[src/rtl/mips_pkg.sv]
// Shared MIPS core definitions used by the multiply sequencer.
// Holds the sequencer state encoding and the native multiply operand width.
package mips_pkg;

  // Native operand width of MULT/MULTU; the product is twice this wide.
  localparam int MULT_WIDTH = 32;

  // Multiply sequencer states, 3-bit encoded.
  typedef enum logic [2:0] {
    MS_IDLE   = 3'd0,
    MS_PREP_A = 3'd1,
    MS_PREP_B = 3'd2,
    MS_RUN    = 3'd3,
    MS_FIX_LO = 3'd4,
    MS_FIX_HI = 3'd5,
    MS_DONE   = 3'd6
  } ms_state_e;

endpackage : mips_pkg

[src/rtl/mult_sequencer_adder.sv]
// Plain WIDTH-bit adder shared by every arithmetic step of the multiply
// sequencer. Carry-out is not produced here; the sequencer derives it.
module mult_sequencer_adder #(
  parameter int WIDTH = 32
) (
  input  logic [WIDTH-1:0] a_i,
  input  logic [WIDTH-1:0] b_i,
  output logic [WIDTH-1:0] sum_o
);

  assign sum_o = a_i + b_i;

endmodule : mult_sequencer_adder

[src/rtl/mult_sequencer.sv]
// Multi-cycle shift-add multiplier for MULT/MULTU.
// Takes operand magnitudes, runs WIDTH shift-add iterations through one
// shared adder, then negates the 2*WIDTH product when the signs differ.
// Fixed latency: done pulses in cycle WIDTH+5 after the start edge.
// Optional feature: define MULT_SEQ_ABORT_EN to add an 'abort' input that
// drops an in-flight operation (any busy state except DONE) back to IDLE.
module mult_sequencer
  import mips_pkg::*;
#(
  parameter int WIDTH = MULT_WIDTH
) (
  input  logic             clk,
  input  logic             rst_n,
  input  logic             start,
  input  logic             signed_op,
  input  logic [WIDTH-1:0] op_a,
  input  logic [WIDTH-1:0] op_b,
`ifdef MULT_SEQ_ABORT_EN
  input  logic             abort,
`endif
  output logic             busy,
  output logic             done,
  output logic [WIDTH-1:0] hi,
  output logic [WIDTH-1:0] lo
);

  localparam int                CNT_W    = $clog2(WIDTH);
  localparam logic [CNT_W-1:0]  CNT_LAST = CNT_W'(WIDTH - 1);
  localparam logic [WIDTH-1:0]  ONE      = {{(WIDTH-1){1'b0}}, 1'b1};

  ms_state_e        state_q, state_d;
  logic [WIDTH-1:0] a_q,   a_d;     // multiplicand, then |a|
  logic [WIDTH-1:0] mpl_q, mpl_d;   // multiplier, then low product half
  logic [WIDTH-1:0] acc_q, acc_d;   // high product half
  logic             sgn_q, sgn_d;   // operation is signed
  logic             neg_q, neg_d;   // final product must be negated
  logic             z_q,   z_d;     // low half was zero: carry into high half
  logic [CNT_W-1:0] cnt_q, cnt_d;
  logic [WIDTH-1:0] hi_q,  hi_d;
  logic [WIDTH-1:0] lo_q,  lo_d;

  logic [WIDTH-1:0] add_a, add_b, add_sum;
  logic             carry;
  logic [WIDTH:0]   step;
  logic             abort_req;

  mult_sequencer_adder #(.WIDTH(WIDTH)) u_adder (
    .a_i   (add_a),
    .b_i   (add_b),
    .sum_o (add_sum)
  );

`ifdef MULT_SEQ_ABORT_EN
  assign abort_req = abort && (state_q != MS_IDLE) && (state_q != MS_DONE);
`else
  assign abort_req = 1'b0;
`endif

  // Unsigned carry-out of the accumulate step, from the wrap-around compare.
  assign carry = add_sum < acc_q;

  // One shift-add iteration: add |a| when the multiplier LSB is set, shift right.
  assign step = mpl_q[0] ? {carry, add_sum} : {1'b0, acc_q};

  // Next-state, adder operand muxing and datapath updates.
  always_comb begin
    // NOTE: every signal gets a default first so no path through the case infers a latch.
    state_d = state_q;
    a_d     = a_q;
    mpl_d   = mpl_q;
    acc_d   = acc_q;
    sgn_d   = sgn_q;
    neg_d   = neg_q;
    z_d     = z_q;
    cnt_d   = cnt_q;
    hi_d    = hi_q;
    lo_d    = lo_q;
    add_a   = acc_q;
    add_b   = a_q;

    if (abort_req) begin
      state_d = MS_IDLE;
    end else begin
      unique case (state_q)
        MS_IDLE: begin
          if (start) begin
            a_d     = op_a;
            mpl_d   = op_b;
            sgn_d   = signed_op;
            neg_d   = signed_op & (op_a[WIDTH-1] ^ op_b[WIDTH-1]);
            state_d = MS_PREP_A;
          end
        end
        MS_PREP_A: begin
          add_a = ~a_q;
          add_b = ONE;
          if (sgn_q && a_q[WIDTH-1]) a_d = add_sum;
          state_d = MS_PREP_B;
        end
        MS_PREP_B: begin
          add_a = ~mpl_q;
          add_b = ONE;
          if (sgn_q && mpl_q[WIDTH-1]) mpl_d = add_sum;
          acc_d   = '0;
          cnt_d   = '0;
          state_d = MS_RUN;
        end
        MS_RUN: begin
          acc_d = step[WIDTH:1];
          mpl_d = {step[0], mpl_q[WIDTH-1:1]};
          cnt_d = cnt_q + 1'b1;
          if (cnt_q == CNT_LAST) state_d = MS_FIX_LO;
        end
        MS_FIX_LO: begin
          add_a = ~mpl_q;
          add_b = ONE;
          z_d   = (mpl_q == '0);
          if (neg_q) mpl_d = add_sum;
          state_d = MS_FIX_HI;
        end
        MS_FIX_HI: begin
          // Results land in hi/lo on the edge into DONE so they are valid with done.
          add_a = ~acc_q;
          add_b = {{(WIDTH-1){1'b0}}, z_q};
          acc_d   = neg_q ? add_sum : acc_q;
          hi_d    = acc_d;
          lo_d    = mpl_q;
          state_d = MS_DONE;
        end
        MS_DONE: begin
          state_d = MS_IDLE;
        end
        default: begin
          state_d = MS_IDLE;
        end
      endcase
    end
  end

  // State and datapath registers with synchronous active-low reset.
  always_ff @(posedge clk) begin
    // NOTE: sequential state uses non-blocking assignments so all registers update together.
    if (!rst_n) begin
      state_q <= MS_IDLE;
      a_q     <= '0;
      mpl_q   <= '0;
      acc_q   <= '0;
      sgn_q   <= 1'b0;
      neg_q   <= 1'b0;
      z_q     <= 1'b0;
      cnt_q   <= '0;
      hi_q    <= '0;
      lo_q    <= '0;
    end else begin
      state_q <= state_d;
      a_q     <= a_d;
      mpl_q   <= mpl_d;
      acc_q   <= acc_d;
      sgn_q   <= sgn_d;
      neg_q   <= neg_d;
      z_q     <= z_d;
      cnt_q   <= cnt_d;
      hi_q    <= hi_d;
      lo_q    <= lo_d;
    end
  end

  assign busy = (state_q != MS_IDLE);
  assign done = (state_q == MS_DONE);
  assign hi   = hi_q;
  assign lo   = lo_q;

endmodule : mult_sequencer

[config.mk]
export PLATFORM = sky130hd
export DESIGN_NAME = mult_sequencer
export DESIGN_NICKNAME = d
export VERILOG_FILES = /design/src/rtl/mips_pkg.sv /design/src/rtl/mult_sequencer_adder.sv /design/src/rtl/mult_sequencer.sv
export SDC_FILE = /design/constraint.sdc
export NUM_CORES = 1
export LEC_CHECK = 0
export ABC_AREA = 1
export BUFFER_PORTS_ARGS = -buffer_cell sky130_fd_sc_hd__buf_2
export CAP_MARGIN = 20
export CORE_ASPECT_RATIO = 1.1
export CORE_UTILIZATION = 50
export CTS_CLUSTER_SIZE = 28
export DETAILED_ROUTE_END_ITERATION = 12
export PLACE_DENSITY = 0.73
export SLEW_MARGIN = 20
export SYNTH_ARGS = -nofsm -noshare
export SYNTH_HDL_FRONTEND = slang
export SYNTH_SLANG_ARGS = --single-unit
[constraint.sdc]
create_clock -name clk -period 4.1 [get_ports clk]
set_input_delay 0.82 -clock clk [delete_from_list [all_inputs] [get_ports clk]]
set_output_delay 0.82 -clock clk [all_outputs]
set_load 0.02 [all_outputs]
==> results.ini <==
[setup_path]
r2r_end=acc_q[31]
cp.arrival_ns=4.40
cp-start-kind=flip-flop
r2r_cells=25
crit_buf_inv=6
reg2reg_slack_ns=0.08
worst_setup_path_end_kind=flip-flop
cpLargestDelayFamily=compound AO/OA/AOI/OAI gates
regToRegStartpoint=state_q[2]
critPathMostFrequentCell=nand2_1
max_stage_delay_ns=0.37
worstPathRequired_ns=4.48
crit_type=reg2reg
cp_slowest_cell=dfxtp_2
cp_max_fo=14

[min_path]
hold_end=hi[30]
hold_path_depth=2
hold_path.class=reg2reg
hp-start=hi[30]

[clocking]
cts_hold_buf=0
cts.sinks=171
numCtsBuffers=17
cts_tree=done
root_buffer=clkbuf_16
clockBufferDepth=2
cts_max_level=4
clk_latency_ns=0.45
clk_pin_slew_ns=0.08

[power]
ir_drop_mv=0.325
powerDensity_nw_per_um2=522
internal_power_w=0.00425
combPwrFrac_pct=51.5
leakage_nw=7.22
p_sw_share_pct=45.3
switchingPower_w=0.00352
p_seq_share_pct=25.8
clkPwrFrac_pct=22.7

[synth]
yosysWarningCount=0
syn-cell-area_um2=11800
syn_nets=2006
synth-edff-count=0
ys_seq_area_share_pct=29.0
ys_types=49
ys_ff_latch=171
synthArstFlopShare_pct=0
synthCells=1873
synth_ff_type=dfxtp_1
syn_area_per_cell_um2=6.31

[route]
vias=13712
ant_nets=0
top_layer=met5
vias_per_cell=5.74
drt_iter0_markers=1480
routedWlPerCell_um=18.8
drtPass1Iterations=8
met3WireLength_mm=5.25
m1WireLength_mm=20.2
drc=0
wl_mm=44.9
wl_met2_mm=18.7

[placed_design]
gp_congestion=1.01
place_ws_ns=-0.0544
dp_hpwl_mm=33.0
portBuffers=133

[global_route]
grt_max_degree=84
grt_pass1_vias=11910
grt-ovfl-total=0
grt_pass1_wl_mm=67.2
antenna_found_initial=1
grt_usage_pct=35.9

[floorplanning]
die_y_um=163
ioPinCount=134
die_area_um2=24300
row_count=58
die_w_um=149
initial_core_util_pct=51.4
coreArea_um2=23000

[sta]
fin_crit_ns=4.02
fmax_ghz=0.249
worstMarginPinSlew_ns=0.868
slew_viol_final=0
holdWs_ns=0.463
clock_skew_ns=0.0189
hold_viol_final=0
finalSetupViolCount=0
period_share_pct=98.0
setup_tns_ns=0
setup_ws_ns=0.0836
max-slew-margin-rel_pct=42.1

[final_layout]
area_growth_pct=25.9
diodes=0
layout.nets=2210
fin_util_pct=64.7
drive_above_1_share_pct=23.2

[flow_run]
maxCapViolations=0

[status]
status=finished, final reports clean

synthesized netlist by cell type, drive strengths merged (16+ instances only):
| library cell | n | area [um^2] |
|---|---|---|
| a21oi | 254 | 1270 |
| a221oi | 24 | 267 |
| a31oi | 25 | 171 |
| buf | 39 | 213 |
| clkbuf | 55 | 208 |
| dfxtp | 171 | 3420 |
| ha | 64 | 801 |
| inv | 252 | 948 |
| nand2 | 491 | 1860 |
| nand3 | 99 | 541 |
| nor2 | 155 | 634 |
| o21ai | 137 | 686 |
| o22ai | 16 | 100 |
cells by family after synthesis:
family	Yosys count	share of synthesized area [%]
compound gates	494	23.8
xor+xnor	16	1.25
fa+ha+maj	65	6.94
buf+inv	348	11.6
flops	171	29.0
simple gates	779	27.4
cell usage in the layout (no fill, tap or decap), types with 9 or more instances in the layout:
cell type / n
o221ai_1: 9
inv_1: 241
buf_4: 130
a221oi_1: 14
nand2_1: 449
clkbuf_16: 19
nor2_1: 136
nor2_2: 14
buf_2: 133
a31oi_1: 24
ha_1: 40
or2_2: 12
nand3_2: 12
a21oi_1: 239
dfxtp_1: 168
o22ai_1: 13
a221oi_2: 10
o21ai_1: 17
a21oi_2: 15
ha_2: 15
nand3_1: 84
nand2_2: 38
o21ai_0: 117
ha_4: 9
how the worst max path moves through the flow:
stage	cells past startpoint	startpoint	end	slack [ns]
after floorplan	28	state_q[0]	acc_q[31]	0.25
after global placement	25	state_q[0]	acc_q[31]	-0.007
after detailed placement	26	state_q[2]	acc_q[31]	-0.05
after CTS	26	state_q[2]	acc_q[31]	0.002
after global routing	28	state_q[0]	acc_q[31]	-0.04
final	25	state_q[2]	acc_q[31]	0.08
power groups by stage:
stage / Clock (W) / Combinational, W / Sequential (W)
after floorplan: 0 / 0.00206 / 0.00196
after global placement: 0 / 0.00339 / 0.00202
after detailed placement: 0 / 0.00340 / 0.00202
after CTS: 0.00176 / 0.00345 / 0.00199
after global routing: 0.00182 / 0.00429 / 0.00202
final: 0.00176 / 0.00401 / 0.00200
flip-flops by register name (all words and copies together), names as in the netlist:
name / cells
sgn_q: 1
lo: 32
acc_q: 32
hi: 32
mpl_q: 32
state_q: 3
z_q: 1
a_q: 32
neg_q: 1
cnt_q: 5
per-layer routing:
layer / vias up / global-route usage (%)
li1: 6560 / -
met4: 2 / 8.11
met5: - / 0
met3: 65 / 7.40
met1: 6304 / 54.5
met2: 781 / 50.9
final cells by class:
cell class,count,area (um^2)
fill,2108,8120
clock inverter,15,213
sequential,171,3430
clock buffer,17,425
tap,300,375
inverter,254,973
timing repair inverter,1,6.26
multi-input combinational,1354,7570
timing repair buffer,278,1890
worst min-delay path: stages (launching register included):
cell	delay [ns]
dfxtp_1	0.31
nand2_1	0.06
a21oi_1	0.05
through the flow:
stage          instance area, um^2  instances  total power, W
6_report                     14900       2390         0.00777
5_1_grt                      14900       2390         0.00813
4_1_cts                      14100       2372         0.00720
3_5_place_dp                 13500       2339         0.00542
3_3_place_gp                 13500       2339         0.00542
2_1_floorplan                11800       1873         0.00402
repair_timing:
item                                    4_1_cts  5_1_grt
pin swaps                                     1       31
setup buffers                                 1       15
endpoints found under the setup margin        1        1
gates resized for setup                       4      161
cloned                                        0        3
(Power assumes the default switching activity.)
